`src/rtl/dnn_result_argmax_if.sv`:
```
// Bundles the request, engine-control and result signals of the argmax controller.
// The slave modport is the controller's view; the master modport is the host/engine side.
interface dnn_result_argmax_if #(
    parameter int DATA_WIDTH = 2,
    parameter int IDX_WIDTH  = 4
);
    logic                  req;
    logic                  busy;
    logic                  eng_reset;
    logic                  eng_start;
    logic                  eng_done;
    logic [IDX_WIDTH-1:0]  out_idx;
    logic [DATA_WIDTH-1:0] score;
    logic                  digit_valid;
    logic [IDX_WIDTH-1:0]  digit;
    logic [DATA_WIDTH-1:0] max_score;
    logic                  tie;
    logic                  timeout;

    modport master (
        output req, eng_done, score,
        input  busy, eng_reset, eng_start, out_idx,
        input  digit_valid, digit, max_score, tie, timeout
    );

    modport slave (
        input  req, eng_done, score,
        output busy, eng_reset, eng_start, out_idx,
        output digit_valid, digit, max_score, tie, timeout
    );
endinterface

```
`src/rtl/dnn_result_argmax.sv`:
```
// Host-side controller: clears and starts the inference engine, waits for done, sweeps the
// class scores one per cycle and reports the signed argmax with a one-cycle valid pulse.
module dnn_result_argmax #(
    parameter int DATA_WIDTH     = 2,
    parameter int NUM_CLASSES    = 10,
    parameter int IDX_WIDTH      = 4,
    parameter int TIMEOUT_CYCLES = 200000
) (
    input  logic                clk,
    input  logic                rst,
    dnn_result_argmax_if.slave  bus
);

    typedef enum logic [2:0] {
        S_IDLE   = 3'd0,
        S_CLR    = 3'd1,
        S_START  = 3'd2,
        S_WAIT   = 3'd3,
        S_SCAN   = 3'd4,
        S_REPORT = 3'd5
    } state_t;

    localparam int CNT_W = (TIMEOUT_CYCLES > 1) ? $clog2(TIMEOUT_CYCLES + 1) : 1;
    localparam logic [CNT_W-1:0]     TIMEOUT_VAL   = CNT_W'(TIMEOUT_CYCLES);
    localparam logic [IDX_WIDTH-1:0] LAST_IDX      = IDX_WIDTH'(NUM_CLASSES - 1);
    localparam logic [IDX_WIDTH-1:0] DIGIT_TIMEOUT = {IDX_WIDTH{1'b1}};

    state_t                        state_r;
    state_t                        state_s;
    logic [CNT_W-1:0]              wait_cnt_r;
    logic [CNT_W-1:0]              wait_cnt_inc_s;
    logic                          timeout_hit_s;

    logic                          busy_r, busy_s;
    logic                          eng_reset_r, eng_reset_s;
    logic                          eng_start_r, eng_start_s;
    logic                          digit_valid_r, digit_valid_s;
    logic [IDX_WIDTH-1:0]          out_idx_r, out_idx_s;

    logic signed [DATA_WIDTH-1:0]  score_s;
    logic signed [DATA_WIDTH-1:0]  run_max_r, cand_max_s;
    logic [IDX_WIDTH-1:0]          run_arg_r, cand_arg_s;
    logic                          run_tie_r, cand_tie_s;

    logic [IDX_WIDTH-1:0]          digit_r;
    logic signed [DATA_WIDTH-1:0]  max_score_r;
    logic                          tie_r;
    logic                          timeout_r;

    assign score_s        = $signed(bus.score);
    assign wait_cnt_inc_s = wait_cnt_r + CNT_W'(1);
    assign timeout_hit_s  = (TIMEOUT_CYCLES != 0) && (wait_cnt_inc_s == TIMEOUT_VAL);

    // State register
    always_ff @(posedge clk) begin
        if (rst) begin
            state_r <= S_IDLE;
        end else begin
            state_r <= state_s;
        end
    end

    // Next-state logic; done has priority over the timeout in the same WAIT cycle
    always_comb begin
        state_s = state_r;
        case (state_r)
            S_IDLE: begin
                if (bus.req) begin
                    state_s = S_CLR;
                end else begin
                    state_s = S_IDLE;
                end
            end
            S_CLR:   state_s = S_START;
            S_START: state_s = S_WAIT;
            S_WAIT: begin
                if (bus.eng_done) begin
                    state_s = S_SCAN;
                end else if (timeout_hit_s) begin
                    state_s = S_REPORT;
                end else begin
                    state_s = S_WAIT;
                end
            end
            S_SCAN: begin
                if (out_idx_r == LAST_IDX) begin
                    state_s = S_REPORT;
                end else begin
                    state_s = S_SCAN;
                end
            end
            S_REPORT: state_s = S_IDLE;
            default:  state_s = S_IDLE;
        endcase
    end

    // Output decode from the next state so the registered outputs line up with the state
    always_comb begin
        busy_s        = (state_s != S_IDLE);
        eng_reset_s   = (state_s == S_CLR);
        eng_start_s   = (state_s == S_START);
        digit_valid_s = (state_s == S_REPORT);
        if ((state_r == S_SCAN) && (state_s == S_SCAN)) begin
            out_idx_s = out_idx_r + IDX_WIDTH'(1);
        end else begin
            out_idx_s = {IDX_WIDTH{1'b0}};
        end
    end

    // Control output registers
    always_ff @(posedge clk) begin
        if (rst) begin
            busy_r        <= 1'b0;
            eng_reset_r   <= 1'b0;
            eng_start_r   <= 1'b0;
            digit_valid_r <= 1'b0;
            out_idx_r     <= {IDX_WIDTH{1'b0}};
        end else begin
            busy_r        <= busy_s;
            eng_reset_r   <= eng_reset_s;
            eng_start_r   <= eng_start_s;
            digit_valid_r <= digit_valid_s;
            out_idx_r     <= out_idx_s;
        end
    end

    // Running argmax candidate; on equal scores the earlier index is kept
    always_comb begin
        cand_max_s = run_max_r;
        cand_arg_s = run_arg_r;
        cand_tie_s = run_tie_r;
        if (out_idx_r == {IDX_WIDTH{1'b0}}) begin
            cand_max_s = score_s;
            cand_arg_s = {IDX_WIDTH{1'b0}};
            cand_tie_s = 1'b0;
        end else if (score_s > run_max_r) begin
            cand_max_s = score_s;
            cand_arg_s = out_idx_r;
            cand_tie_s = 1'b0;
        end else if (score_s == run_max_r) begin
            cand_tie_s = 1'b1;
        end else begin
            cand_tie_s = run_tie_r;
        end
    end

    // Wait counter, scan accumulators and the result fields
    always_ff @(posedge clk) begin
        if (rst) begin
            wait_cnt_r  <= {CNT_W{1'b0}};
            run_max_r   <= {DATA_WIDTH{1'b0}};
            run_arg_r   <= {IDX_WIDTH{1'b0}};
            run_tie_r   <= 1'b0;
            digit_r     <= {IDX_WIDTH{1'b0}};
            max_score_r <= {DATA_WIDTH{1'b0}};
            tie_r       <= 1'b0;
            timeout_r   <= 1'b0;
        end else begin
            if (state_r == S_START) begin
                wait_cnt_r <= {CNT_W{1'b0}};
            end else if (state_r == S_WAIT) begin
                wait_cnt_r <= wait_cnt_inc_s;
            end else begin
                wait_cnt_r <= wait_cnt_r;
            end

            if (state_r == S_SCAN) begin
                run_max_r <= cand_max_s;
                run_arg_r <= cand_arg_s;
                run_tie_r <= cand_tie_s;
            end else begin
                run_max_r <= run_max_r;
                run_arg_r <= run_arg_r;
                run_tie_r <= run_tie_r;
            end

            if ((state_r == S_SCAN) && (state_s == S_REPORT)) begin
                digit_r     <= cand_arg_s;
                max_score_r <= cand_max_s;
                tie_r       <= cand_tie_s;
                timeout_r   <= 1'b0;
            end else if ((state_r == S_WAIT) && (state_s == S_REPORT)) begin
                digit_r     <= DIGIT_TIMEOUT;
                max_score_r <= {DATA_WIDTH{1'b0}};
                tie_r       <= 1'b0;
                timeout_r   <= 1'b1;
            end else if (state_s == S_CLR) begin
                timeout_r   <= 1'b0;
            end else begin
                timeout_r   <= timeout_r;
            end
        end
    end

    assign bus.busy        = busy_r;
    assign bus.eng_reset   = eng_reset_r;
    assign bus.eng_start   = eng_start_r;
    assign bus.out_idx     = out_idx_r;
    assign bus.digit_valid = digit_valid_r;
    assign bus.digit       = digit_r;
    assign bus.max_score   = max_score_r;
    assign bus.tie         = tie_r;
    assign bus.timeout     = timeout_r;

endmodule
```
`src/flat_wrapper.sv`:
```
// flat-port wrapper written by rule: the top's interface ports become plain ports
module dnn_result_argmax_flat 
#(
    parameter int DATA_WIDTH     = 2,
    parameter int NUM_CLASSES    = 10,
    parameter int IDX_WIDTH      = 4,
    parameter int TIMEOUT_CYCLES = 200000
)
  (clk, rst, bus_req, bus_eng_done, bus_score, bus_busy, bus_eng_reset, bus_eng_start, bus_out_idx, bus_digit_valid, bus_digit, bus_max_score, bus_tie, bus_timeout);
  dnn_result_argmax_if #(.DATA_WIDTH(DATA_WIDTH), .IDX_WIDTH(IDX_WIDTH)) bus_i ();
  input  logic clk;
  input  logic rst;
  input wire logic [$bits(bus_i.req)-1:0] bus_req;
  input wire logic [$bits(bus_i.eng_done)-1:0] bus_eng_done;
  input wire logic [$bits(bus_i.score)-1:0] bus_score;
  output wire logic [$bits(bus_i.busy)-1:0] bus_busy;
  output wire logic [$bits(bus_i.eng_reset)-1:0] bus_eng_reset;
  output wire logic [$bits(bus_i.eng_start)-1:0] bus_eng_start;
  output wire logic [$bits(bus_i.out_idx)-1:0] bus_out_idx;
  output wire logic [$bits(bus_i.digit_valid)-1:0] bus_digit_valid;
  output wire logic [$bits(bus_i.digit)-1:0] bus_digit;
  output wire logic [$bits(bus_i.max_score)-1:0] bus_max_score;
  output wire logic [$bits(bus_i.tie)-1:0] bus_tie;
  output wire logic [$bits(bus_i.timeout)-1:0] bus_timeout;
  assign bus_i.req = bus_req;
  assign bus_i.eng_done = bus_eng_done;
  assign bus_i.score = bus_score;
  assign bus_busy = bus_i.busy;
  assign bus_eng_reset = bus_i.eng_reset;
  assign bus_eng_start = bus_i.eng_start;
  assign bus_out_idx = bus_i.out_idx;
  assign bus_digit_valid = bus_i.digit_valid;
  assign bus_digit = bus_i.digit;
  assign bus_max_score = bus_i.max_score;
  assign bus_tie = bus_i.tie;
  assign bus_timeout = bus_i.timeout;
  dnn_result_argmax #(.DATA_WIDTH(DATA_WIDTH), .NUM_CLASSES(NUM_CLASSES), .IDX_WIDTH(IDX_WIDTH), .TIMEOUT_CYCLES(TIMEOUT_CYCLES)) u_core (.clk(clk), .rst(rst), .bus(bus_i));
endmodule
```
`config.mk`:
```
export PLATFORM = sky130hd
export DESIGN_NAME = dnn_result_argmax_flat
export DESIGN_NICKNAME = d
export VERILOG_FILES = /design/src/rtl/dnn_result_argmax_if.sv /design/src/rtl/dnn_result_argmax.sv /design/src/flat_wrapper.sv
export SDC_FILE = /design/constraint.sdc
export NUM_CORES = 1
export LEC_CHECK = 0
export BUFFER_PORTS_ARGS = -buffer_cell sky130_fd_sc_hd__buf_2
export CAP_MARGIN = 10
export CORE_ASPECT_RATIO = 0.6
export CORE_MARGIN = 8
export CORE_UTILIZATION = 35
export CTS_CLUSTER_SIZE = 25
export DETAILED_ROUTE_END_ITERATION = 10
export PLACE_DENSITY = 0.6
export SYNTH_ARGS = -nofsm -noshare
export SYNTH_HDL_FRONTEND = slang
export SYNTH_SLANG_ARGS = --single-unit
```
`constraint.sdc`:
```
create_clock -name clk -period 5 [get_ports clk]
set_input_delay 0.5 -clock clk [delete_from_list [all_inputs] [get_ports clk]]
set_output_delay 0.5 -clock clk [all_outputs]
set_load 0.005 [all_outputs]
```
==> results of run 1 <==
## registers in the layout (all words and copies together) (netlist names)
name / count
u_core.bus.eng_start: 1
u_core.bus.eng_reset: 1
u_core.bus.tie: 1
u_core.wait_cnt_r: 18
u_core.bus.digit: 4
u_core.run_tie_r: 1
u_core.bus.timeout: 1
u_core.bus.max_score: 2
u_core.state_r: 3
u_core.bus.out_idx: 4
u_core.bus.busy: 1
u_core.run_arg_r: 4
u_core.run_max_r: 2
u_core.bus.digit_valid: 1
## kinds of logic (layout without fill, tap and decap cells)
logic type | Yosys count | in the layout | synth area share, %
adder cells (fa/ha/maj) | 7 | 7 | 3.99
AO/OA/AOI/OAI | 57 | 57 | 16.6
XOR/XNOR | 20 | 20 | 7.35
flip-flops | 44 | 44 | 37.0
multiplexers | 5 | 5 | 2.10
AND/OR/NAND/NOR | 118 | 118 | 27.1
buffers and inverters | 25 | 41 | 5.93
## stage by stage
stage                     utilization, %  power [mW]  setup WS [ps]  std cells  cell area [µm²]
after detailed placement            37.8       0.446           2510        371             2500
final                               40.1       0.770           2640        379             2650
after global placement              37.8       0.446           2560        371             2500
after CTS                           40.1       0.775           2660        379             2650
after floorplan                        -       0.425           2830        276             2380
after global routing                40.1       0.801           2470        379             2650
## critical path, cell delays in order, from the launching register on
cell and delay (ps):
dfxtp_1 460, ha_1 250, nand3_1 210, or4_2 580
a22oi_1 250, o2111a_2 380, o31ai_1 110
## final cells by class
| cell class | instances | share of cell area [%] |
|---|---|---|
| flip-flops and latches | 44 | 33.2 |
| multi-input cells | 207 | 51.3 |
| inverters | 11 | 1.56 |
| clock buffers | 8 | 5.52 |
| well taps | 87 | 4.11 |
| repair buffers | 22 | 4.25 |
## per-layer routing
layer	track usage, %	vias to the layer above	wire [µm]
met5	0	-	0
met4	3.99	0	58
met3	2.82	4	374
met2	15.2	61	2000
met1	18.7	934	3120
li1	-	1011	-
## placed cells by master, fill, tap and decap left out, drive strengths merged, types with 2 or more instances in the layout
master / instances
or3: 3
o31ai: 2
nor2: 32
nand3: 10
ha: 6
or2: 2
nand2: 24
o32a: 3
nor4: 7
or2b: 2
clkbuf: 8
o221ai: 2
dfxtp: 44
mux2i: 5
nor3: 6
nand3b: 3
inv: 11
nand2b: 3
buf: 22
o21ba: 3
o21ai: 13
a21oi: 15
xnor2: 10
and4: 4
o22ai: 2
and3: 4
a211oi: 4
xor2: 10
nand4: 8
a22o: 2
nor2b: 2
and2: 3
## worst paths after layout
| kind | start | endpoint | slack (ps) | cells after the start |
|---|---|---|---|---|
| worst max-delay path | u_core.wait_cnt_r[0] | u_core.bus.max_score[0] | 2640 | 6 |
| worst min-delay path | u_core.run_arg_r[1] | u_core.run_arg_r[1] | 460 | 2 |
| worst max register to register | u_core.wait_cnt_r[0] | u_core.bus.max_score[0] | 2640 | 6 |
| worst min register to register | u_core.run_arg_r[1] | u_core.run_arg_r[1] | 460 | 2 |
## power by group through the flow
| stage | Sequential (mW) | Combinational [mW] | Clock, mW |
|---|---|---|---|
| finish | 0.368 | 0.0717 | 0.330 |
| CTS | 0.368 | 0.0719 | 0.335 |
| floorplan | 0.373 | 0.0518 | 0 |
| detailed placement | 0.376 | 0.0708 | 0 |
| global placement | 0.375 | 0.0706 | 0 |
| global route | 0.369 | 0.0805 | 0.351 |
==> summary.txt, run 1 <==
Critical path
  • Crit end category: flip-flop
  • WS Path Type: reg2reg
  • Critical-path maximum fanout: 8
  • Worst Setup Start Kind: flip-flop
  • Worst EP arrival: 2520 ps
  • Critical path required time: 5150 ps

Layout
  • Diodes inserted: 0
  • Share of post-route cells with drive strength above 1: 15.4%
  • FILL cells: 690
  • Area delta synth->final: 11.2%
  • Area of the multi-input gates: 0.00136 mm²
  • Register area: 881 µm²
  • Final nets: 304

Clock tree
  • Root buffer cell: clkbuf_16
  • Hold_buf cts: 0
  • Num CTS Buffers: 5
  • Clock Path Buffers: 2
  • Clock transition at path regs: 60 ps
  • H-Tree Depth: 2
  • Number of clock sinks: 44
  • CTS tree: built
  • Resized cells post-CTS: 0
  • Postcts setup bufs: 0
  • Worst skew pair latency: 280 ps

STA
  • RSZ-0062 raised after global routing: no
  • Hold slack: 462 ps
  • Setup tns final: 0 ps
  • Setup Skew: 5.84 ps
  • Hold Vio Cnt, Final: 0
  • Setup-failing EPs final: 0
  • Max-slew violations: 0
  • Rel. slew slack: 63.4%
  • Worst Tran Pin Value: 549 ps
  • Final Cycle Share: 47.2%
  • Max Freq: 423 MHz
  • Tmin final: 2360 ps

Synth
  • Yosys cell types: 59
  • Synth Cell Area: 0.00238 mm²
  • FF+latch count, synth: 44
  • Ys Warns: 0
  • Area share of the largest cell type after synthesis: 37.0%
  • Fraction of registers with async set or reset after synthesis: 0%
  • Synth top cells by count: dfxtp_1, nor2_1, nand2_1, a21oi_1, o21ai_0
  • Syn Area/Cell: 8.64 µm²
  • Ys flop type: dfxtp_1
  • Sequential element share of the synthesized area: 37.0%
  • Syn Inst Count: 276
  • Largest area contributor in the synthesized netlist: dfxtp_1
  • Most frequent cell after synthesis: dfxtp_1
  • Area contributors post-synth: dfxtp_1, nor2_1, xnor2_1
  • Number of synthesized flops with an enable pin: 0
  • Syn Nets: 289

Pwr
  • Peak supply drop: 0.000157 V
  • Power Dens Cells: 290 mW/mm²
  • Net Sw Frac: 24.1%
  • Net Sw Power: 0.186 mW
  • Int Power: 0.584 mW
  • Seq pwr share: 47.8%
  • Comb power frac: 9.3%
  • Clock power share: 42.9%
  • Pleak: 0.995 nW

Global route
  • GRT Overall Usage: 12.0%
  • Initial antenna violation count: 0
  • First-pass GRT wire length: 9.40 mm
  • Gr ovfl total: 0
  • Vias in the first global route: 1769
  • Largest net degree at the start of global routing: 21

Route
  • WL per Instance: 14.6 µm
  • Post-route ant nets: 0
  • Post-Route WL: 5.55 mm
  • DR iter-0 viols: 294
  • Post-DR vias/cell: 5.30
  • DRC viols: 0
  • DRT Pass-1 Iters: 5
  • Total number of vias: 2010

Floorplanning
  • Die Height: 79.9 µm
  • Count of standard-cell rows: 23
  • I/O pin count: 22
  • Die area: 0.00979 mm²
  • Core area: 0.00662 mm²
  • Initial cell density of the core: 36.0%
  • Die Wd: 123 µm

Min path
  • HP Class: reg2reg

Placement
  • Buffers on Ports: 21
  • Final HPWL DP: 4.01 mm
  • Placer Congestion: 0.790

Status
  • Status: completed

Job
  • MaxCap Viol Count: 0
Note: power is estimated with default switching activity, not from simulation.
==> run 2, diff against run 1 <==
==> constraint.sdc (replaced) <==
create_clock -name clk -period 2.45 [get_ports clk]
set_input_delay 0.245 -clock clk [delete_from_list [all_inputs] [get_ports clk]]
set_output_delay 0.245 -clock clk [all_outputs]
set_load 0.005 [all_outputs]
==> summary.txt, run 2 (synthesis results as in run 1) <==
Status
  • Status: completed

Placement
  • Final HPWL DP: 4.10 mm (+2.1%)
  • Placer Congestion: 0.841 (+6.5%)
  • Buffers on Ports: 21 (unchanged)
  • DP Area: 0.00253 mm² (+0.90%)

Critical path
  • Reg-to-Reg Start: u_core.wait_cnt_r[0]
  • Worst EP arrival: 2380 ps (-140 ps)
  • Slowest stage delay, CP: 560 ps (-20 ps)
  • Worst path cell trace: ha_1, nand3_2, or4_2, a22oi_1, o2111a_2, o21ai_0
  • Reg2Reg Depth: 6 (unchanged)
  • Reg2Reg Setup Slack: 220 ps (-2420 ps)
  • Critical-path maximum fanout: 8 (unchanged)
  • WS Path Type: reg2reg
  • Crit end category: flip-flop
  • Crit path from: u_core.wait_cnt_r[0]
  • Max stage delay cell, worst path: or4_2
  • Worst Setup Start Kind: flip-flop
  • CP Capture Point: u_core.bus.tie
  • Worst flop-to-flop path endpoint: u_core.bus.tie
  • Critical path required time: 2600 ps (-2550 ps)

Layout
  • Area delta synth->final: 12.7%
  • Most frequent cells in the layout: dfxtp_1, nor2_1, nand2_1, buf_2, a21oi_1
  • Core Util, Final: 40.6% (+0.53 points)
  • Commonest non-fill, non-tap cell in the layout: dfxtp_1
  • Design Area, Final: 0.00269 mm² (+1.3%)
  • Max FFs per register: 18 (unchanged)
  • Diodes inserted: 0 (unchanged)
  • FILL cells: 687 (-0.43%)
  • Share of post-route cells with drive strength above 1: 17.6% (+2.2 points)
  • Final nets: 307 (+0.99%)
  • Largest Register: u_core.wait_cnt_r
  • Register area: 881 µm² (unchanged)
  • Area of the multi-input gates: 0.00137 mm² (+0.74%)

Global route
  • Initial antenna violation count: 0 (unchanged)
  • GRT Overall Usage: 11.7% (-0.35 points)
  • First-pass GRT wire length: 9.23 mm (-1.9%)
  • Gr ovfl total: 0 (unchanged)
  • Largest net degree at the start of global routing: 21 (unchanged)
  • Vias in the first global route: 1766 (-0.17%)

STA
  • Worst Tran Pin Value: 501 ps (-47.5 ps)
  • Setup tns final: 0 ps (unchanged)
  • Hold Vio Cnt, Final: 0 (unchanged)
  • Max-slew violations: 0 (unchanged)
  • Rel. slew slack: 66.6% (+3.2 points)
  • Setup-failing EPs final: 0 (unchanged)
  • Tmin final: 2230 ps (-134 ps)
  • Setup Skew: 5.29 ps (-0.550 ps)
  • Final Cycle Share: 90.9% (+44 points)
  • RSZ-0062 raised after global routing: no
  • Max Freq: 449 MHz (+6.0%)

Pwr
  • Pleak: 1.02 nW (+2.0%)
  • Peak supply drop: 0.000274 V (+74%)
  • Power Dens Cells: 585 mW/mm² (+100%)
  • Tot Pwr: 1.57 mW (+100%)

Clock tree
  • CTS tree: built
  • Clock transition at path regs: 60 ps (about the same)
  • Postcts setup bufs: 0 (unchanged)
  • Clock Path Buffers: 2 (unchanged)
  • Root buffer cell: clkbuf_16
  • H-Tree Depth: 2 (unchanged)
  • Num CTS Buffers: 5 (unchanged)
  • Worst skew pair latency: 280 ps (about the same)
  • Number of clock sinks: 44 (unchanged)

Floorplanning
  • Initial cell density of the core: 36.0% (unchanged)
  • I/O pin count: 22 (unchanged)
  • Die Wd: 123 µm (unchanged)
  • Count of standard-cell rows: 23 (unchanged)
  • Die Height: 79.9 µm (unchanged)
  • Core area: 0.00662 mm² (unchanged)
  • Die area: 0.00979 mm² (unchanged)

Route
  • Post-Route WL: 5.48 mm (-1.3%)
  • Post-route ant nets: 0 (unchanged)
  • DRT Pass-1 Iters: 4 (-1)
  • Total number of vias: 1976 (-1.7%)
  • Post-DR vias/cell: 5.17 (-2.5%)
  • DR iter-0 viols: 150 (-49%)
  • DRC viols: 0 (unchanged)
  • WL per Instance: 14.3 µm (-2.1%)

Min path
  • HP Class: in2reg

Job
  • MaxCap Viol Count: 0 (unchanged)
## run 2: cell types whose count changed in the layout (fill, tap and decap cells not counted), sizes merged
cell / before / now
clkbuf: 8 / 6
clkinv: 0 / 2
buf: 22 / 25
## run 2: metal layers
layer / part of all wire, % / vias to the layer above / track usage, %
met1: 58 / 897 / 19.3
li1: - / 1016 / -
met3: 6.6 / 4 / 3.04
met5: 0 / - / 0
met2: 34 / 59 / 13.5
met4: 0.66 / 0 / 2.54
## run 2: area by class of cell
cell class / instances / area share, %
multi-input combinational: 207 / 51.0
sequential: 44 / 32.8
inverter: 11 / 1.54
tap: 87 / 4.05
timing repair buffer: 25 / 5.03
clock buffer: 6 / 5.17
clock inverter: 2 / 0.373
## run 2: how the worst min path moves through the flow
stage | slack (ps) | endpoint | from | cells after the start
6_report | 240 | u_core.bus.eng_reset | bus_req | 3
5_1_grt | 250 | u_core.bus.eng_reset | bus_req | 3
4_1_cts | 240 | u_core.bus.eng_reset | bus_req | 3
3_5_place_dp | 450 | u_core.run_arg_r[0] | u_core.run_arg_r[0] | 2
3_3_place_gp | 450 | u_core.run_arg_r[0] | u_core.run_arg_r[0] | 2
2_1_floorplan | 390 | u_core.bus.eng_reset | bus_req | 2
## run 2: metrics by stage
step | instances | setup WS, ps | hold WS (ps)
3_5_place_dp | 374 | 189 | 451
3_3_place_gp | 374 | 248 | 446
4_1_cts | 382 | 179 | 240
2_1_floorplan | 276 | 434 | 388
5_1_grt | 382 | 45.4 | 248
6_report | 382 | 222 | 244
## run 2: worst max-delay path: cells and delay by family, from the launching register on
family | cells | cell delay (ps)
AND/OR/NAND/NOR | 2 | 710
AO/OA/AOI/OAI | 3 | 710
flip-flops | 1 | 430
adder cells (fa/ha/maj) | 1 | 250
## run 2: power breakdown
group          internal [mW]  switching, mW
Combinational         0.0555         0.0936
Sequential             0.732         0.0170
Clock                  0.402          0.271
## run 2: repair_timing
item	CTS	global route
setup endpoints to repair	0	4
gates resized for setup	0	2
hold buffers	0	0
